`src/rtl/handshake_ff_input.sv`:
```
// Receiving end of a valid/ready byte stream: registered o_ready, 2-entry skid buffer,
// and an incrementing-sequence checker that counts beats and latches the first error.
module handshake_ff_input #(
    parameter int WIDTH       = 8,
    parameter int COUNT_WIDTH = 16,
    parameter int SEQ_START   = 1
) (
    input  logic                   clock,
    input  logic                   reset,
    input  logic [WIDTH-1:0]       i_value,
    input  logic                   i_valid,
    output logic                   o_ready,
    output logic [WIDTH-1:0]       o_value,
    output logic                   o_valid,
    input  logic                   i_ready,
    output logic [COUNT_WIDTH-1:0] o_count,
    output logic                   o_error,
    output logic [WIDTH-1:0]       o_error_value
);

    typedef enum logic [1:0] {
        S_EMPTY = 2'd0,
        S_ONE   = 2'd1,
        S_FULL  = 2'd2
    } state_t;

    state_t                 r_state;
    state_t                 w_next;
    logic [WIDTH-1:0]       r_main;
    logic [WIDTH-1:0]       r_skid;
    logic                   r_ready;
    logic                   r_valid;
    logic [COUNT_WIDTH-1:0] r_count;
    logic                   r_error;
    logic [WIDTH-1:0]       r_error_value;
    logic [WIDTH-1:0]       r_expected;
    logic                   w_accept;
    logic                   w_take;

    assign w_accept = i_valid && r_ready;
    assign w_take   = r_valid && i_ready;

    always_comb begin
        w_next = r_state;
        case (r_state)
            S_EMPTY: if (w_accept) w_next = S_ONE;
            S_ONE: begin
                if (w_accept && !w_take)      w_next = S_FULL;
                else if (!w_accept && w_take) w_next = S_EMPTY;
            end
            S_FULL:  if (w_take) w_next = S_ONE;
            default: w_next = S_EMPTY;
        endcase
    end

    // Ready and valid are registered from the next state, so no input reaches them combinationally.
    always_ff @(posedge clock or posedge reset) begin
        if (reset) begin
            r_state       <= S_EMPTY;
            r_main        <= '0;
            r_skid        <= '0;
            r_ready       <= 1'b0;
            r_valid       <= 1'b0;
            r_count       <= '0;
            r_error       <= 1'b0;
            r_error_value <= '0;
            r_expected    <= WIDTH'(SEQ_START);
        end else begin
            r_state <= w_next;
            r_ready <= (w_next != S_FULL);
            r_valid <= (w_next != S_EMPTY);

            case (r_state)
                S_EMPTY: if (w_accept) r_main <= i_value;
                S_ONE: begin
                    if (w_accept && w_take) r_main <= i_value;
                    else if (w_accept)      r_skid <= i_value;
                end
                S_FULL:  if (w_take) r_main <= r_skid;
                default: ;
            endcase

            // Expected value resyncs to every accepted beat, so one bad beat flags once.
            if (w_accept) begin
                r_count    <= r_count + 1'b1;
                r_expected <= i_value + 1'b1;
                if ((i_value != r_expected) && !r_error) begin
                    r_error       <= 1'b1;
                    r_error_value <= i_value;
                end
            end
        end
    end

    assign o_ready       = r_ready;
    assign o_valid       = r_valid;
    assign o_value       = r_main;
    assign o_count       = r_count;
    assign o_error       = r_error;
    assign o_error_value = r_error_value;

endmodule

```
`config.mk`:
```
export PLATFORM = sky130hd
export DESIGN_NAME = handshake_ff_input
export DESIGN_NICKNAME = d
export VERILOG_FILES = /design/src/rtl/handshake_ff_input.sv
export SDC_FILE = /design/constraint.sdc
export NUM_CORES = 1
export LEC_CHECK = 0
export CAP_MARGIN = 25
export CORE_ASPECT_RATIO = 0.5
export CORE_MARGIN = 1
export CORE_UTILIZATION = 51
export CTS_CLUSTER_SIZE = 12
export DETAILED_ROUTE_END_ITERATION = 8
export PLACE_DENSITY_LB_ADDON = 0.3
export REMOVE_ABC_BUFFERS = 1
export SETUP_SLACK_MARGIN = 0.2
export SLEW_MARGIN = 30
export SYNTH_ARGS = -nofsm -noshare
export SYNTH_HDL_FRONTEND = slang
export SYNTH_SLANG_ARGS = --single-unit
```
`constraint.sdc`:
```
create_clock -name clock -period 2 [get_ports clock]
set_clock_uncertainty 0.15 [all_clocks]
set_input_delay 0.3 -clock clock [delete_from_list [all_inputs] [get_ports clock]]
set_output_delay 0.3 -clock clock [all_outputs]
set_load 0.02 [all_outputs]
```
==> impl_results.md, run 1 <==
* Outcome: finished, final reports clean
* First-pass GRT wire length at 8740 um
* Row cnt at 17
* Rel. slew slack at 0.586
* Max_cap viols at 0
* WS Path Type: flop to flop
* Nets at 284
* Worst vdd ir at 0.776 mV
* Ratio of cells with drive above 1 in the final layout at 0.244
* Final Hold Vio Count at 0
* HP Class: input port to asynchronous set/reset pin
* Via density at around 5.4
* GRT Util Overall at 0.238
* Synth-to-Final Area Change at 38.1%
* DP Worst Slack at -0.263 ns
* Avg WL per Cell at ~16 um
* Worst endpoint required time at slightly above 2 ns
* Largest net degree at the start of global routing at 21
* Sw power at around 1.6 mW
* Register area share after synthesis at 0.557
* # setup viols final at 0
* Sink Count at 53
* Critical Path Fanout Max at 4
* Core box area at about 4400 sq um
* Clk pin slew, worst setup/hold paths at roughly 0.09 ns
* Overall power at between 4 and 5 mW
* Clock Latency Late Sink at ~0.31 ns
* CTS tree: yes
* Arrival time of the worst setup path at between 1.5 and 2 ns
* Initial DRC count at 75
* Filler cells at between 300 and 400
* Clock group share of total power at 0.155
* Initial antenna violation count at 0
* Slew @ Worst Pin at around 0.62 ns
* Hold Buf Count CTS at 0
* CTS Root Cell: clkbuf_8
* Startpoint types: flop
* H-Tree Level Count at 2
* Io pins at 47
* Detail Route Antenna Nets at 0
* Final Cycle Share at 0.938
* RSZ-0062 raised after global routing: yes
* Post-synthesis instance area at approximately 2400 sq um
* PwrDens at 1300 nW/um^2
* Switch share at 0.365
* DRT Wirelength at roughly 5200 um
* TritonCTS buffer count at 5
* YS warnings at 0
* Final WS setup at 0.123 ns
* Fmax achieved at approximately 0.53 GHz
* DRC at 0
* Die height at 50.4 um
* Vias in the first global route at approximately 1,800
* Pre-Repair DR Iteration Count at 4
* DPL Wire Length at about 3500 um
* TNS Setup at 0 ns
* Tmin final at 1.88 ns
* Maximum clock path buffer count at 2
* Fin Hold WS at about 0.17 ns
* Syn avg cell area at ~12 sq um
* Max Transition Viols Final at 0
* Sequential power share at 0.422
* Antenna cells at 0
* PortBufs at 46
* Vias at roughly 1,800
* Final core utilization at 0.741
* Synth cell types at 34
* Final Wtd Congestion at between 0.7 and 0.8
* Initial core utilization at 0.536
* Leak at roughly 1.6 nW
* Yosys reg bits at 53
* Post-Synthesis Cells at roughly 200
* Die width at 98.7 um
* Die footprint at between 4000 and 5000 sq um
* CP Capture Type: flop
* Combinational power share at 0.423
* Int Power at ~2.7 mW
* Global route overflow at 0
[sequential cells by signal, summed over array words and instances (netlist names)]
| register | flops |
|---|---|
| o_error | 1 |
| o_value | 8 |
| o_error_value | 8 |
| r_state | 2 |
| o_valid | 1 |
| o_ready | 1 |
| o_count | 16 |
| r_skid | 8 |
| r_expected | 8 |
[path summary, 6_finish.rpt]
path	startpoint	endpoint	slack [ns]	depth (start not counted)
max	r_expected[2]	o_error_value[2]	0.12	5
min	reset	o_error	0.17	2
max reg2reg	r_expected[2]	o_error_value[2]	0.12	5
min reg2reg	o_count[15]	o_count[15]	0.33	1
max in group asynchronous	reset	r_expected[0]	1.00	3
min in group clock	o_count[15]	o_count[15]	0.33	1
[power by group through the flow]
stage	sequential (mW)	clock [mW]	combinational, mW
after floorplan	2.05	0	0.677
after global routing	1.86	0.726	1.94
final	1.81	0.663	1.81
after CTS	1.80	0.671	1.76
after global placement	1.77	0	1.67
after detailed placement	1.80	0	1.73
[metrics by stage]
stage               std cells  instance area, sq um
global route              328                  3290
global placement          316                  3060
finish                    328                  3290
detailed placement        316                  3060
CTS                       327                  3220
floorplan                 192                  2340
[logic make-up after synthesis]
logic type,after synthesis,share of synthesized area
adder cells (fa/ha/maj),2,0.0105
buffers and inverters,10,0.0189
flip-flops,53,0.557
AND/OR/NAND/NOR,57,0.124
AO/OA/AOI/OAI,24,0.0645
XOR/XNOR,29,0.107
multiplexers,26,0.119
[layer usage]
layer	global-route usage	routed length [um]
met1	0.313	2430
met2	0.388	2520
met3	0.0571	224
met4	0.0896	52
met5	0	0
[layout make-up]
cell class	count	area, sq um	area share
Tap cell	57	71.3	0.0216
Multi-Input combinational cell	139	1110	0.337
Timing Repair Buffer	70	681	0.207
Inverter	1	3.75	0.00114
Sequential cell	53	1330	0.403
Clock inverter	1	5.00	0.00152
Clock buffer	7	96.3	0.0292
[Yosys cell counts, drive strengths merged]
library cell	n	area [sq um]
nor2	12	45.0
mux2	18	203
a21oi	9	45.0
nand4b	1	8.76
xnor2	13	114
clkbuf	3	12.5
ha	2	25.0
dfrtp	52	1300
or2	1	6.26
o22ai	1	6.26
nand2	16	60.1
nor3	1	5.00
buf	6	28.8
dfstp	1	26.3
mux2i	8	80.1
inv	1	3.75
and4	2	17.5
a21boi	2	15.0
and2	3	18.8
xor2	16	140
nor4	2	25.0
a31oi	1	6.26
and3	5	32.5
a22o	1	8.76
nand2b	1	6.26
a211oi	1	20.0
o21ai	8	40.0
o31ai	1	12.5
nand3	8	40.0
nand4	5	31.3
[layout by cell type (no fill, tap or decap), types with 3 or more instances in the layout]
| cell type | instances |
|---|---|
| dlygate4sd2_1 | 14 |
| o21ai_0 | 8 |
| nand4_1 | 5 |
| mux2_4 | 4 |
| nor2_1 | 12 |
| clkdlybuf4s50_1 | 22 |
| clkbuf_8 | 7 |
| and3_1 | 4 |
| dlymetal6s2s_1 | 10 |
| mux2_2 | 14 |
| and2_1 | 3 |
| xor2_1 | 11 |
| a21oi_1 | 9 |
| xor2_2 | 5 |
| buf_4 | 20 |
| nand3_1 | 8 |
| nand2_1 | 15 |
| mux2i_1 | 8 |
| xnor2_1 | 13 |
| dfrtp_1 | 52 |
[critical path, cell delays in order (launching register included)]
cell and delay (ns):
dfrtp_1 0.42, xor2_2 0.22, nor4_4 0.08, buf_4 0.15, a211oi_4 0.40, mux2_4 0.33
[timing repair]
| action | 4_1_cts | 5_1_grt |
|---|---|---|
| buffers inserted | 2 | 1 |
| pin swaps | 4 | 3 |
| setup endpoints to repair | 18 | 39 |
| gates cloned | 1 | 0 |
| resized for setup | 21 | 19 |
(Power assumes the default switching activity.)
==> run 2: changes to the inputs <==
--- a/config.mk
+++ b/config.mk
@@ -8,7 +8,7 @@
 export CAP_MARGIN = 25
 export CORE_ASPECT_RATIO = 0.5
 export CORE_MARGIN = 1
-export CORE_UTILIZATION = 51
+export CORE_UTILIZATION = 40
 export CTS_CLUSTER_SIZE = 12
 export DETAILED_ROUTE_END_ITERATION = 8
 export PLACE_DENSITY_LB_ADDON = 0.3
==> run 2 against run 1 <==
Net effect:
- the flow now finishes with violations (design-rule violations)
- critical path depth did not move
- first-iteration DRC count fell by 19%
- die area rose by 27%
- final area rose by 0.46%
- count of clock-buffer cells in the layout fell by 1
- global-route usage fell by 6.8 points
- worst setup slack improved by 0.053 ns
- sequential power barely moved
- combinational power fell by 3%
- clock power rose by 33%
- flip-flop and latch count did not move
- worst hold slack improved by 0.052 ns
- critical endpoint unchanged
- largest cell class unchanged
- largest power group unchanged
==> impl_results.md, run 2 (synthesis gave the netlist of run 1 again) <==
* Clock Latency Late Sink at 0.29 ns
* Die height at roughly 57 um
* Ratio of cells with drive above 1 in the final layout at 0.243
* RSZ-0062 raised after global routing: yes
* First-pass GRT wire length at 8240 um
* Worst endpoint required time at ~2.0 ns
* Vias at about 1,700
* Global route overflow at 0
* Die footprint at ~6300 sq um
* Critical-path cell list: xor2_2 > nor4_4 > a211oi_4 > buf_6 > mux2_4
* Initial antenna violation count at 0
* Leak at approximately 1.5 nW
* Overall power at approximately 4.4 mW
* Int Power at roughly 2.9 mW
* Final Wtd Congestion at ~0.77
* DRC at 4
* TritonCTS buffer count at 5
* Nets at 280
* Initial core utilization at 0.425
* Largest register FFs at 16
* Io pins at 47
* PortBufs at between 40 and 50
* Fmax achieved at 0.548 GHz
* Arrival time of the worst setup path at ~1.9 ns
* Area of the multi-input gates at around 1100 sq um
* Sw power at between 1.5 and 2 mW
* Slowest stage delay, CP at a little over 0.4 ns
* Reg2Reg Depth at 5
* DRT Wirelength at 4830 um
* CTS Root Cell: clkbuf_16
* Detail Route Antenna Nets at 0
* Critical Path Fanout Max at 5
* Vias in the first global route at between 1,500 and 2,000
* Bufs and invs on worst path at 1
* Switch share at 0.353
* Final Instance Area at around 3300 sq um
* Startpoint types: flop
* Largest net degree at the start of global routing at 54
* Rel. slew slack at 0.595
* Final Hold Vio Count at 0
* Avg WL per Cell at 14.2 um
* Outcome: finished with violations
* Tmin final at about 1.8 ns
* Filler cells at between 400 and 500
* Commonest non-fill, non-tap cell in the layout: dfrtp_1
* HP Class: input port to asynchronous set/reset pin
* Core box area at between 5000 and 6000 sq um
* # setup viols final at 0
* Combinational power share at 0.394
* Commonest non-fill, non-tap cells in the layout: 52 x dfrtp_1, 28 x clkdlybuf4s50_1, 17 x mux2_2, 17 x buf_4, 16 x dlygate4sd2_1
* WS Path Type: flop to flop
* R2R Path End: o_error_value[2]
* Final core utilization at 0.590
* CP top delay family: flip-flops
* Final Cycle Share at 0.912
* FF-to-FF Start: r_expected[4]
* DP Worst Slack at -0.258 ns
* R2R setup slack at between 0.15 and 0.2 ns
* H-Tree Level Count at 2
* Row cnt at 19
* Area taken by flip-flops and latches at 1330 sq um
* Worst vdd ir at approximately 0.50 mV
* Synth-to-Final Area Change at 38.8%
* Clk pin slew, worst setup/hold paths at 0.07 ns
* Slew @ Worst Pin at between 0.6 and 0.7 ns
* Initial DRC count at 61
* Slowest CP cell: dfrtp_1
* Clock group share of total power at 0.199
* GRT Util Overall at 0.170
* CP Capture Type: flop
* Sequential power share at 0.407
* Final WS setup at approximately 0.18 ns
* Sink Count at between 50 and 60
* Hold Buf Count CTS at 0
* Dpl cell area at 3050 sq um
* Max_cap viols at 0
* Maximum clock path buffer count at 2
* CTS tree: yes
* Die width at approximately 110 um
* Via density at roughly 5.1
* Pre-Repair DR Iteration Count at 6
* Failing checks: design-rule violations
* Antenna cells at 0
* Fin Hold WS at about 0.22 ns
* DPL Wire Length at 3410 um
* PwrDens at around 1300 nW/um^2
* Max Transition Viols Final at 0
run 2: worst reg2reg max path, cell delays in order (launching register included):
cell	delay (ns)
dfrtp_1	0.41
xor2_2	0.20
nor4_4	0.40
a211oi_4	0.11
buf_6	0.15
mux2_4	0.29
run 2: per-layer routing:
metal / track usage / vias up / share of wire
met3: 0.0454 / 9 / 0.038
met5: 0 / - / 0
met2: 0.263 / 37 / 0.47
met1: 0.228 / 861 / 0.48
li1: - / 821 / -
met4: 0.0714 / 0 / 0.017
run 2: repair_timing:
| action | 4_1_cts | 5_1_grt |
|---|---|---|
| gates resized for setup | 28 | 6 |
| endpoints found under the setup margin | 27 | 21 |
| gates cloned | 1 | 0 |
| endpoints found under the hold margin | 0 | 0 |
| setup buffers | 1 | 0 |
| pin swaps | 9 | 1 |
run 2: stage by stage:
| step | cells | setup TNS (ns) |
|---|---|---|
| 6_report | 340 | 0 |
| 3_5_place_dp | 330 | -3.74 |
| 4_1_cts | 340 | 0 |
| 5_1_grt | 340 | 0 |
| 2_1_floorplan | 192 | -0.0814 |
| 3_3_place_gp | 330 | -3.28 |
run 2: power by group through the flow:
stage,clock [mW],sequential (mW),combinational (mW)
floorplan,0,2.05,0.677
global placement,0,1.78,1.68
detailed placement,0,1.80,1.71
CTS,0.908,1.81,1.75
global route,0.954,1.87,1.90
finish,0.883,1.81,1.75
run 2: how the worst max path moves through the flow:
stage | start | to | cells past startpoint
final | r_expected[4] | o_error_value[2] | 5
after global routing | r_expected[4] | o_error_value[2] | 5
after CTS | r_expected[7] | o_error_value[2] | 5
after detailed placement | i_value[1] | o_error_value[4] | 5
after global placement | i_value[1] | o_error_value[3] | 5
after floorplan | o_ready | o_value[0] | 3
run 2: area by class of cell:
class / count / area share
sequential: 53 / 0.401
multi-input combinational: 139 / 0.338
timing repair buffer: 66 / 0.186
clock buffer: 6 / 0.0420
tap: 73 / 0.0276
clock inverter: 2 / 0.00416
inverter: 1 / 0.00113
